--- config.mk ---
export PLATFORM = sky130hd
export DESIGN_NAME = alu_multibyte_seq
export DESIGN_NICKNAME = d
export VERILOG_FILES = /design/src/rtl/alu_multibyte_seq.sv
export SDC_FILE = /design/constraint.sdc
export NUM_CORES = 1
export LEC_CHECK = 0
export ABC_AREA = 1
export CAP_MARGIN = 5
export CORE_ASPECT_RATIO = 1.25
export CORE_UTILIZATION = 52
export CTS_BUF_LIST = sky130_fd_sc_hd__clkbuf_8
export CTS_CLUSTER_SIZE = 24
export DETAILED_ROUTE_END_ITERATION = 8
export PLACE_DENSITY = 0.93
export SYNTH_ARGS = -nofsm -noshare
export SYNTH_HDL_FRONTEND = slang
export SYNTH_SLANG_ARGS = --single-unit
--- constraint.sdc ---
create_clock -name clk -period 2.6 [get_ports clk]
set_input_delay 0.39 -clock clk [delete_from_list [all_inputs] [get_ports clk]]
set_output_delay 0.39 -clock clk [all_outputs]
set_load 0.005 [all_outputs]
--- src/rtl/alu_multibyte_seq.sv ---
// alu_multibyte_seq: multi-cycle sequencer that drives an 8-bit cpu_alu to perform
// NBYTES-wide ADD / SUB / AND / MOVE. Bytes are processed LSB first. The carry or
// borrow is chained between bytes by choosing the matching ALU SEL encoding.
// Optional feature: define ALU_SEQ_OVF_EN to add the signed-overflow output 'ovf'.
module alu_multibyte_seq #(
    parameter int NBYTES = 4
) (
    input  logic                  clk,
    input  logic                  rst,
    input  logic                  start,
    input  logic [1:0]            op,
    input  logic                  cin,
    input  logic [8*NBYTES-1:0]   opa,
    input  logic [8*NBYTES-1:0]   opb,
    output logic                  busy,
    output logic                  done,
    output logic [8*NBYTES-1:0]   result,
    output logic                  cout,
    output logic                  zero,
    output logic [7:0]            alu_a,
    output logic [7:0]            alu_b,
    output logic [4:0]            alu_sel,
    input  logic [7:0]            alu_z,
    input  logic                  alu_cout
`ifdef ALU_SEQ_OVF_EN
    ,
    output logic                  ovf
`endif
);

    localparam int W  = 8 * NBYTES;
    localparam int IW = (NBYTES > 1) ? $clog2(NBYTES) : 1;

    localparam logic [1:0] OP_ADD  = 2'b00;
    localparam logic [1:0] OP_SUB  = 2'b01;
    localparam logic [1:0] OP_AND  = 2'b10;
    localparam logic [1:0] OP_MOVE = 2'b11;

    // ALU SEL encodings; PARK keeps the ALU in a harmless state while idle
    localparam logic [4:0] SEL_ADD   = 5'b00000;
    localparam logic [4:0] SEL_ADDC  = 5'b00100;
    localparam logic [4:0] SEL_SUB   = 5'b01100;
    localparam logic [4:0] SEL_SUBB  = 5'b01000;
    localparam logic [4:0] SEL_AND   = 5'b00001;
    localparam logic [4:0] SEL_MOVE  = 5'b00011;
    localparam logic [4:0] SEL_PARK  = 5'b11111;

    localparam logic [IW-1:0] IDX_LAST = IW'(NBYTES - 1);

    typedef enum logic [1:0] {
        S_IDLE = 2'b00,
        S_RUN  = 2'b01,
        S_DONE = 2'b10
    } state_t;

    state_t          state_q;
    logic [IW-1:0]   idx_q;
    logic [1:0]      op_q;
    logic            c_q;
    logic            busy_q;
    logic            done_q;
    logic [W-1:0]    result_q;
    logic            cout_q;
    logic            zero_q;
    logic [7:0]      alu_a_q;
    logic [7:0]      alu_b_q;
    logic [4:0]      alu_sel_q;
    logic [W-1:0]    opa_q;
    logic [W-1:0]    opb_q;
`ifdef ALU_SEQ_OVF_EN
    logic            ovf_q;
`endif

    // combinational helpers for the RUN step
    logic            accept;
    logic            arith;
    logic            c_d;
    logic [IW-1:0]   idx_d;
    logic [W-1:0]    result_d;

    // SEL for a byte given the operation and the incoming carry/borrow
    function automatic logic [4:0] sel_for(input logic [1:0] o, input logic c);
        logic [4:0] s;
        case (o)
            OP_ADD:  s = c ? SEL_ADDC : SEL_ADD;
            OP_SUB:  s = c ? SEL_SUBB : SEL_SUB;
            OP_AND:  s = SEL_AND;
            default: s = SEL_MOVE;
        endcase
        return s;
    endfunction

    assign accept = (state_q == S_IDLE) && start && !busy_q;
    assign arith  = (op_q == OP_ADD) || (op_q == OP_SUB);
    assign c_d    = arith ? alu_cout : c_q;
    assign idx_d  = idx_q + IW'(1);

    // Result with the current ALU byte merged in at position idx
    always_comb begin
        result_d = result_q;
        result_d[8*int'(idx_q) +: 8] = alu_z;
    end

    // Operand latches: plain data, captured only when a request is accepted
    always_ff @(posedge clk) begin
        if (accept) begin
            opa_q <= opa;
            opb_q <= opb;
        end
    end

    // Sequencer FSM with registered status, result and ALU drive outputs
    always_ff @(posedge clk) begin
        if (rst) begin
            state_q   <= S_IDLE;
            idx_q     <= '0;
            op_q      <= OP_ADD;
            c_q       <= 1'b0;
            busy_q    <= 1'b0;
            done_q    <= 1'b0;
            result_q  <= '0;
            cout_q    <= 1'b0;
            zero_q    <= 1'b0;
            alu_a_q   <= '0;
            alu_b_q   <= '0;
            alu_sel_q <= SEL_PARK;
`ifdef ALU_SEQ_OVF_EN
            ovf_q     <= 1'b0;
`endif
        end else begin
            case (state_q)
                S_IDLE: begin
                    done_q <= 1'b0;
                    if (accept) begin
                        state_q   <= S_RUN;
                        busy_q    <= 1'b1;
                        op_q      <= op;
                        c_q       <= cin;
                        idx_q     <= '0;
                        alu_a_q   <= opa[7:0];
                        alu_b_q   <= opb[7:0];
                        alu_sel_q <= sel_for(op, cin);
                    end
                end

                S_RUN: begin
                    result_q <= result_d;
                    c_q      <= c_d;
                    if (idx_q == IDX_LAST) begin
                        // final byte captured: publish flags and park the ALU
                        state_q   <= S_DONE;
                        done_q    <= 1'b1;
                        idx_q     <= '0;
                        cout_q    <= arith ? alu_cout : 1'b0;
                        zero_q    <= (result_d == '0);
                        alu_a_q   <= '0;
                        alu_b_q   <= '0;
                        alu_sel_q <= SEL_PARK;
`ifdef ALU_SEQ_OVF_EN
                        case (op_q)
                            OP_ADD:  ovf_q <= (opa_q[W-1] == opb_q[W-1]) &&
                                              (result_d[W-1] != opa_q[W-1]);
                            OP_SUB:  ovf_q <= (opa_q[W-1] != opb_q[W-1]) &&
                                              (result_d[W-1] != opa_q[W-1]);
                            default: ovf_q <= 1'b0;
                        endcase
`endif
                    end else begin
                        // advance to the next byte using the carry just produced
                        idx_q     <= idx_d;
                        alu_a_q   <= opa_q[8*int'(idx_d) +: 8];
                        alu_b_q   <= opb_q[8*int'(idx_d) +: 8];
                        alu_sel_q <= sel_for(op_q, c_d);
                    end
                end

                S_DONE: begin
                    state_q <= S_IDLE;
                    done_q  <= 1'b0;
                    busy_q  <= 1'b0;
                end

                default: begin
                    state_q   <= S_IDLE;
                    done_q    <= 1'b0;
                    busy_q    <= 1'b0;
                    alu_a_q   <= '0;
                    alu_b_q   <= '0;
                    alu_sel_q <= SEL_PARK;
                end
            endcase
        end
    end

    assign busy    = busy_q;
    assign done    = done_q;
    assign result  = result_q;
    assign cout    = cout_q;
    assign zero    = zero_q;
    assign alu_a   = alu_a_q;
    assign alu_b   = alu_b_q;
    assign alu_sel = alu_sel_q;
`ifdef ALU_SEQ_OVF_EN
    assign ovf     = ovf_q;
`endif

endmodule

# ---- Word level (Yosys, flattened, before mapping)
# Index checks and enable logic that the tools add are counted.
dict set report word_totals {
  register_bits 128
  inputBits 79
  wordCells 75
}
dict set report op_classes {
  reduce_logical 16
  n_addsub 2
  n_eq_ne 9
  shifts 4
  bitwise_logic 2
  muxes 28
}
# op n
set op_table {}
lappend op_table {{variable part select 32 x 6 -> 8 bit} 2}
lappend op_table {{one-hot mux 8 bit (3 select lines)} 2}
lappend op_table {{negator 5 -> 33 bit} 1}
lappend op_table {{variable shift 8 x 33 -> 32 bit (first input constant)} 1}
lappend op_table {{variable part select 8 x 33 -> 32 bit} 1}
lappend op_table {{bitwise mux 32 bit} 1}
lappend op_table {{zero test 32 bit} 1}
lappend op_table {{2-to-1 mux 8 bit} 4}
lappend op_table {{one-hot mux 4 bit (3 select lines)} 2}
lappend op_table {{one-hot mux 5 bit (3 select lines)} 1}
lappend op_table {{2-to-1 mux 3 bit} 4}
lappend op_table {{AND reduction 2 bit} 6}
lappend op_table {{2-to-1 mux 5 bit} 2}
lappend op_table {{equality test 2 bit (second input constant)} 4}
lappend op_table {{2-to-1 mux 2 bit} 4}
lappend op_table {{one-hot mux 2 bit (2 select lines)} 2}
lappend op_table {{equality test 2 x 1 -> 1 bit (second input constant)} 3}
lappend op_table {{zero test 2 bit} 3}
lappend op_table {{2-to-1 mux 1 bit} 4}
lappend op_table {{inequality test 2 bit (second input constant)} 2}
lappend op_table {{one-hot mux 1 bit (2 select lines)} 2}
lappend op_table {{adder 2 x 1 -> 2 bit (second input constant)} 1}
lappend op_table {{logical AND 1 bit} 2}
lappend op_table {{NOT 1 bit} 2}
lappend op_table {{4 further kinds} 4}

# ---- Longest topological paths before layout
# Gate-level depths: netlist of the first run.
dict set report depth {
  depth_word 7
  mapped_depth 17
  mapped_depth_nobuf 14
}

# ---- Least setup slack after synthesis of the first run
# No wires, ideal clock.
dict set report synth_path {
  path_type {flip-flop to flip-flop}
  from {reg state_q[0]}
  to {reg op_q[1]}
  stages_incl_launch_ff 7
  setup_ns 0.121
  required_ns 2.479
  t_arrival_ns 2.230
  synth_period_minus_slack_ns 2.351
  setup_slack_ns 0.249
  path_cell_list {dfxtp_1 -> nor2_4 -> nand2_1 -> nor2_4 -> inv_1 -> o21ai_0 -> a21oi_1}
}
dict set report synth_between {
  elab_chain_len 4
}
# item line_no
set synth_lines {}
lappend synth_lines {{from (decl)} 56} ;# state_t state_q;
lappend synth_lines {{from (signal assigned)} 115} ;# state_q <= S_IDLE;
lappend synth_lines {{from (signal assigned)} 135} ;# state_q <= S_RUN;
lappend synth_lines {{from (signal assigned)} 151} ;# state_q <= S_DONE;
lappend synth_lines {{zero test 2 bit} 93} ;# assign accept = (state_q == S_IDLE) && start && !busy_q;
lappend synth_lines {{logical AND 1 bit (2 in a row)} 93}
lappend synth_lines {{via accept} 75} ;# logic accept;
lappend synth_lines {{AND reduction 2 bit (no line)} --}
lappend synth_lines {{to (signal assigned)} 137} ;# op_q <= op;
lappend synth_lines {{to (decl)} 58} ;# logic [1:0] op_q;
# The timed path passes the listed nets, and every way through them passes these cells.
# A chain may end at the register's enable or synchronous reset.

# ---- Worst setup path after layout of the first run
dict set report layout_path {
  from {reg idx_q[0]}
  to {reg zero_q, in the netlist zero}
}
dict set report layout_between {
  elab_chain_len 4
}
# item line_no
set layout_lines {}
lappend layout_lines {{from (decl)} 57} ;# logic [IW-1:0] idx_q;
lappend layout_lines {{from (signal assigned)} 170} ;# idx_q <= idx_d;
lappend layout_lines {{negator 5 -> 33 bit} 101} ;# result_d[8*int'(idx_q) +: 8] = alu_z;
lappend layout_lines {{variable part select 8 x 33 -> 32 bit or variable shift 8 x 33 -> 32 bit (tied branches)} 101}
lappend layout_lines {{bitwise mux 32 bit} 101}
lappend layout_lines {{zero test 32 bit} 155} ;# zero_q <= (result_d == '0);
lappend layout_lines {{to (signal assigned)} 155}
lappend layout_lines {{to (decl)} 64} ;# logic zero_q;
# Several ways; a longest one is shown, not always the timed one.

==> results of run 1 <==
## final cells by class
class | instances | area, um^2 | share of cell area (%)
sequential | 128 | 3200 | 41.9
multi-input combinational | 476 | 2130 | 27.9
timing repair buffer | 145 | 1430 | 18.8
inverter | 71 | 268 | 3.50
clock buffer | 17 | 234 | 3.06
clock inverter | 15 | 206 | 2.70
tap | 132 | 165 | 2.16
## flip-flops by register name, indices dropped and copies added (netlist names)
register / count
zero: 1
idx_q: 2
state_q: 2
result: 32
done: 1
opa_q: 32
cout: 1
alu_sel: 5
opb_q: 32
op_q: 2
alu_a: 8
alu_b: 8
busy: 1
c_q: 1
## through the flow
stage                     total power [mW]  worst slack [ns]  cells  hold WS, ns  util (%)
after detailed placement              3.44             0.421    952        0.457      67.5
final                                 5.29             0.363    984        0.280      71.7
after floorplan                       2.98             0.249    706        0.453         -
after global placement                3.40             0.463    952        0.452      67.5
after CTS                             5.29             0.408    984        0.256      71.7
after global routing                  5.52             0.167    984        0.278      71.7
## power breakdown
group	leakage, nW	switching [mW]	internal, mW	total, mW
registers	1.13	0.0984	2.30	2.40
logic	1.96	0.558	0.460	1.02
clock network	0.217	0.819	1.05	1.87
## cells by family (layout without fill, tap and decap cells)
kind of cell	after synthesis	in the layout	synth area share, %
simple gates	337	337	23.3
flops	128	128	55.6
buf+inv	102	248	7.32
fa+ha+maj	6	6	1.30
compound gates	133	133	12.4
## synthesized netlist by cell type
master	count	share of area, %
a21oi_1	28	2.4
a21oi_4	1	0.28
a31oi_1	1	0.11
buf_2	12	1.0
buf_4	2	0.26
buf_6	2	0.39
clkbuf_1	15	0.98
clkinv_1	1	0.065
clkinv_2	1	0.087
dfxtp_1	64	22
edfxtp_1	64	33
ha_1	6	1.3
inv_1	66	4.3
inv_2	3	0.20
nand2_1	176	11
nand2_2	1	0.11
nand3_1	27	2.3
nand3b_1	1	0.13
nor2_1	125	8.2
nor2_2	3	0.33
nor2_4	4	0.78
o211ai_1	3	0.39
o21ai_0	62	5.4
o21ai_1	19	1.7
o21bai_1	1	0.13
o22ai_1	16	1.7
o31ai_1	1	0.13
o32ai_1	1	0.15
## cells in the final DEF (no fill, tap or decap), drive strengths merged
| cell type | n |
|---|---|
| clkbuf | 17 |
| o21ai | 81 |
| clkinv | 8 |
| edfxtp | 64 |
| nand2 | 177 |
| a31oi | 1 |
| o21bai | 1 |
| clkdlybuf4s50 | 134 |
| ha | 6 |
| o211ai | 3 |
| clkinvlp | 2 |
| bufinv | 4 |
| buf | 11 |
| o31ai | 1 |
| nand3 | 27 |
| dfxtp | 64 |
| a21oi | 29 |
| o32ai | 1 |
| inv | 72 |
| o22ai | 16 |
| nor2 | 132 |
| nand3b | 1 |
## final timing paths
kind,startpoint,endpoint,slack (ns),cells after the start
max,idx_q[0],zero,0.36,13
min,rst,zero,0.28,2
max reg2reg,idx_q[0],zero,0.36,13
min reg2reg,cout,cout,0.47,2
## metal layers
layer	global-route usage [%]	up-vias	share of wire [%]
li1	-	2560	-
met1	31.1	2411	38
met2	45.8	264	51
met3	7.22	46	7.3
met4	13.2	0	3.5
met5	0	-	0
## critical path, cell delays in order (launching register included)
cell and delay, ns:
dfxtp_2 0.33, buf_4 0.43, ha_1 0.33, nand2_1 0.10
nor2_2 0.26, nand2_1 0.10, o21ai_0 0.14, nor2_1 0.07
nand2_1 0.06, nor2_1 0.05, nand2_1 0.07, nor2_1 0.06
nor2_1 0.08, nor2_1 0.04
==> impl_metrics.py, run 1 <==
metrics = {
    "run_status": {
        "status": "finished, final reports clean",
    },
    "clocking": {
        "cts-resized-gates": 0,
        "clkSinkCount": 128,
        "ctsHtreeMaxLevel": 4,
        "clock_path_buffers": 2,
        "numCtsBuffers": 17,
        "cts-root-buf": "clkbuf_8",
        "clock_latency_ns": 0.44,
        "cts_tree": "built",
        "postCtsHoldBufs": 0,
        "clkTransAtPathRegs_ns": 0.07,
        "postCtsSetupBuffers": 0,
    },
    "timing": {
        "post-route-min-period_ns": 2.24,
        "rsz0062_at_grt": "no",
        "tns_ns": 0,
        "finClkSkew_ns": 0.00701,
        "worstMarginPinSlew_ns": 0.581,
        "maxSlewViolCount": 0,
        "finalCritPeriodShare_pct": 86.0,
        "max_freq_ghz": 0.447,
        "setup_viol": 0,
        "slew_headroom_pct": 61.2,
        "finalHoldViolCount": 0,
    },
    "floorplanning": {
        "die_y_um": 120,
        "dieArea_mm2": 0.0115,
        "ios": 136,
        "core_mm2": 0.0107,
        "initial_utilization_pct": 54.0,
        "die_x_um": 96.1,
        "num_rows": 42,
    },
    "drt": {
        "viasPerCell": 5.37,
        "dr_total_vias": 5281,
        "drc": 0,
        "drtPass1Iterations": 5,
        "wl_per_cell_um": 15.0,
        "routed_wl_mm": 14.7,
        "ant_nets": 0,
        "drt_iter0_markers": 381,
    },
    "setup_path": {
        "cp.arrival_ns": 2.57,
        "critPathRequiredTime_ns": 2.93,
        "start_kind": "flip-flop",
        "end_kind": "flip-flop",
        "critPathMaxFanout": 47,
        "path_class": "reg2reg",
    },
    "global_routing": {
        "grt_overflow": 0,
        "grt_max_degree": 69,
        "grt_pass1_wl_mm": 23.2,
        "antenna_found_initial": 0,
        "track_usage_pct": 27.1,
        "grt_pass1_vias": 5025,
    },
    "power_and_ir_drop": {
        "powerDensity_mw_per_mm2": 691,
        "cellLeakagePower_nw": 3.31,
        "vdd_drop_max_mv": 0.519,
    },
    "yosys": {
        "seq_area_frac_synth_pct": 55.6,
        "netlist-cell-type-count": 28,
        "syn-cell-area_mm2": 0.00576,
        "synth.avg_cell_area_um2": 8.15,
        "yosysWarnings": 0,
        "syn_nets": 791,
        "synth_cells": 706,
        "synth_seq_cells": 128,
    },
    "layout": {
        "fillCellCount": 791,
        "area_growth_pct": 32.8,
        "num_antenna_cells": 0,
        "design_area_mm2": 0.00764,
        "layout.nets": 924,
        "drive_gt1_share_pct": 6.69,
    },
    "place": {
        "postPlaceCellArea_mm2": 0.00720,
        "place_hpwl_mm": 9.86,
        "place_congestion": 0.913,
        "portBuffers": 135,
    },
    "run": {
        "drv_cap": 0,
    },
    "min_path": {
        "worst_hold_path_type": "in2reg",
    },
}
No activity file was read; power rests on OpenSTA's default activity.
==> inputs of run 2 (changes only) <==
--- a/config.mk
+++ b/config.mk
@@ -10,6 +10,7 @@
 export CORE_ASPECT_RATIO = 1.25
 export CORE_UTILIZATION = 52
 export CTS_BUF_LIST = sky130_fd_sc_hd__clkbuf_8
+export CTS_CLUSTER_DIAMETER = 50
 export CTS_CLUSTER_SIZE = 24
 export DETAILED_ROUTE_END_ITERATION = 8
 export PLACE_DENSITY = 0.93
==> results of run 2 <==
No change in the layout: final DEF, timing and power equal those of run 1.
==> inputs of run 3 (changes only) <==
--- a/config.mk
+++ b/config.mk
@@ -8,12 +8,12 @@
 export ABC_AREA = 1
 export CAP_MARGIN = 5
 export CORE_ASPECT_RATIO = 1.25
-export CORE_UTILIZATION = 52
+export CORE_UTILIZATION = 55
 export CTS_BUF_LIST = sky130_fd_sc_hd__clkbuf_8
 export CTS_CLUSTER_DIAMETER = 50
 export CTS_CLUSTER_SIZE = 24
 export DETAILED_ROUTE_END_ITERATION = 8
-export PLACE_DENSITY = 0.93
+export PLACE_DENSITY = 0.95
 export SYNTH_ARGS = -nofsm -noshare
 export SYNTH_HDL_FRONTEND = slang
 export SYNTH_SLANG_ARGS = --single-unit
==> constraint.sdc (replaced) <==
create_clock -name clk -period 2.7 [get_ports clk]
set_input_delay 0.405 -clock clk [delete_from_list [all_inputs] [get_ports clk]]
set_output_delay 0.405 -clock clk [all_outputs]
set_load 0.005 [all_outputs]
==> run 3 against run 2 <==
Net effect: count of clock-buffer cells in the layout unchanged; sequential power down 4%; clock power down 15%; global-route usage up 1.6 points; combinational power down 3%; cell count down 0.30%; die area down 5.4%; critical path type unchanged; largest cell class unchanged; largest power group unchanged.
==> impl_metrics.py, run 3 (synthesis results as in run 1) <==
metrics = {
    "run_status": {
        "status": "finished, final reports clean",
    },
    "global_routing": {
        "grt_overflow": 0,
        "antenna_found_initial": 0,
        "track_usage_pct": 28.7,
        "grt_pass1_vias": 5141,
        "grt_max_degree": 69,
        "grt_pass1_wl_mm": 23.5,
    },
    "drt": {
        "wl_per_cell_um": 15.3,
        "dr_total_vias": 5394,
        "viasPerCell": 5.50,
        "ant_nets": 0,
        "drc": 0,
        "routed_wl_mm": 15.0,
        "drtPass1Iterations": 7,
        "drt_iter0_markers": 391,
    },
    "timing": {
        "finalHoldViolCount": 0,
        "maxSlewViolCount": 0,
        "post-route-min-period_ns": 2.21,
        "finalWorstSetupSlack_ns": 0.491,
        "max_freq_ghz": 0.453,
        "worstMarginPinSlew_ns": 0.600,
        "finClkSkew_ns": 0.00525,
        "whs_ns": 0.405,
        "finalCritPeriodShare_pct": 81.8,
        "setup_viol": 0,
        "tns_ns": 0,
        "slew_headroom_pct": 59.9,
        "rsz0062_at_grt": "no",
    },
    "layout": {
        "final_common_cell": "nand2_1",
        "layout.nets": 924,
        "final_util_pct": 74.6,
        "drive_gt1_share_pct": 6.57,
        "area_growth_pct": 31.7,
        "num_antenna_cells": 0,
        "layout_common_cells": "nand2_1 (176), clkdlybuf4s50_1 (134), nor2_1 (125), inv_1 (66), edfxtp_1 (64)",
    },
    "floorplanning": {
        "initial_utilization_pct": 56.7,
        "num_rows": 41,
        "ios": 136,
        "dieArea_mm2": 0.0109,
        "core_mm2": 0.0102,
        "die_x_um": 93.5,
        "die_y_um": 116,
    },
    "clocking": {
        "postCtsHoldBufs": 0,
        "cts-resized-gates": 0,
        "ctsHtreeMaxLevel": 4,
        "cts_tree": "built",
        "numCtsBuffers": 17,
        "clkTransAtPathRegs_ns": 0.08,
        "clkSinkCount": 128,
        "clock_latency_ns": 0.44,
        "clock_path_buffers": 2,
        "postCtsSetupBuffers": 0,
        "cts-root-buf": "clkbuf_8",
    },
    "power_and_ir_drop": {
        "cellLeakagePower_nw": 3.28,
        "powerDensity_mw_per_mm2": 643,
        "vdd_drop_max_mv": 0.514,
    },
    "place": {
        "place_hpwl_mm": 10.2,
        "portBuffers": 135,
        "place_congestion": 0.941,
        "place_ws_ns": 0.500,
    },
    "setup_path": {
        "critPathRequiredTime_ns": 3.02,
        "cp.arrival_ns": 2.53,
        "crit_top_cell": "nor2_1",
        "path_delay_family": "simple AND/OR/NAND/NOR gates",
        "cp_slowest_stage_delay_ns": 0.45,
        "path_class": "reg2reg",
        "worst-path-buf-inv": 2,
        "end_kind": "flip-flop",
        "path_cells": "inv_1 > ha_1 > inv_1 > nor2_1 > nand3_1 > nand2_1 > nor2_1 > nand2_1 > nor2_1 > nand2_1 > nor2_1 > nor2_1 > nor2_1",
        "start_kind": "flip-flop",
        "crit_slowest_cell": "ha_1",
        "critPathMaxFanout": 8,
    },
    "min_path": {
        "worst_hold_path_type": "in2reg",
    },
    "run": {
        "drv_cap": 0,
    },
}
[run 3: cell count changes in the layout (fill, tap and decap cells not counted)]
| cell | before | now |
|---|---|---|
| inv_8 | 0 | 1 |
| clkinv_1 | 1 | 2 |
| clkinv_4 | 4 | 3 |
| clkinv_2 | 3 | 1 |
| bufinv_16 | 4 | 1 |
| inv_6 | 3 | 8 |
| clkinvlp_4 | 2 | 1 |
[run 3: layer usage]
| layer | vias to the layer above | wire (um) | GRT usage, % |
|---|---|---|---|
| met2 | 304 | 7730 | 50.4 |
| met3 | 53 | 1270 | 7.36 |
| li1 | 2565 | - | - |
| met1 | 2472 | 5400 | 31.2 |
| met4 | 0 | 584 | 17.1 |
| met5 | - | 0 | 0 |
[run 3: worst min-delay path, stage by stage]
cell     delay (ns)
buf_2          0.11
inv_1          0.17
nand3_1        0.13
[run 3: area by class of cell]
cell class | count | area (um^2)
repair buffers | 145 | 1430
inverters | 71 | 268
fillers | 703 | 2570
clock buffers | 17 | 234
clock inverters | 15 | 149
multi-input cells | 476 | 2130
well taps | 129 | 161
flip-flops and latches | 128 | 3200
[run 3: final timing paths]
path | slack [ns] | to | cells past startpoint | start
min | 0.41 | alu_sel[1] | 3 | rst
min reg2reg | 0.47 | cout | 2 | cout
max reg2reg | 0.49 | zero | 13 | idx_q[1]
max | 0.49 | zero | 13 | idx_q[1]
[run 3: stage by stage]
stage	area, um^2	power (mW)	instances
CTS	7580	4.88	981
floorplan	5760	2.87	706
global route	7580	5.11	981
detailed placement	7200	3.31	949
finish	7580	4.88	981
global placement	7200	3.27	949
[run 3: power breakdown]
| part | switching (mW) | total (mW) | internal [mW] |
|---|---|---|---|
| Sequential | 0.0940 | 2.31 | 2.21 |
| Combinational | 0.543 | 0.985 | 0.443 |
| Clock | 0.830 | 1.59 | 0.756 |
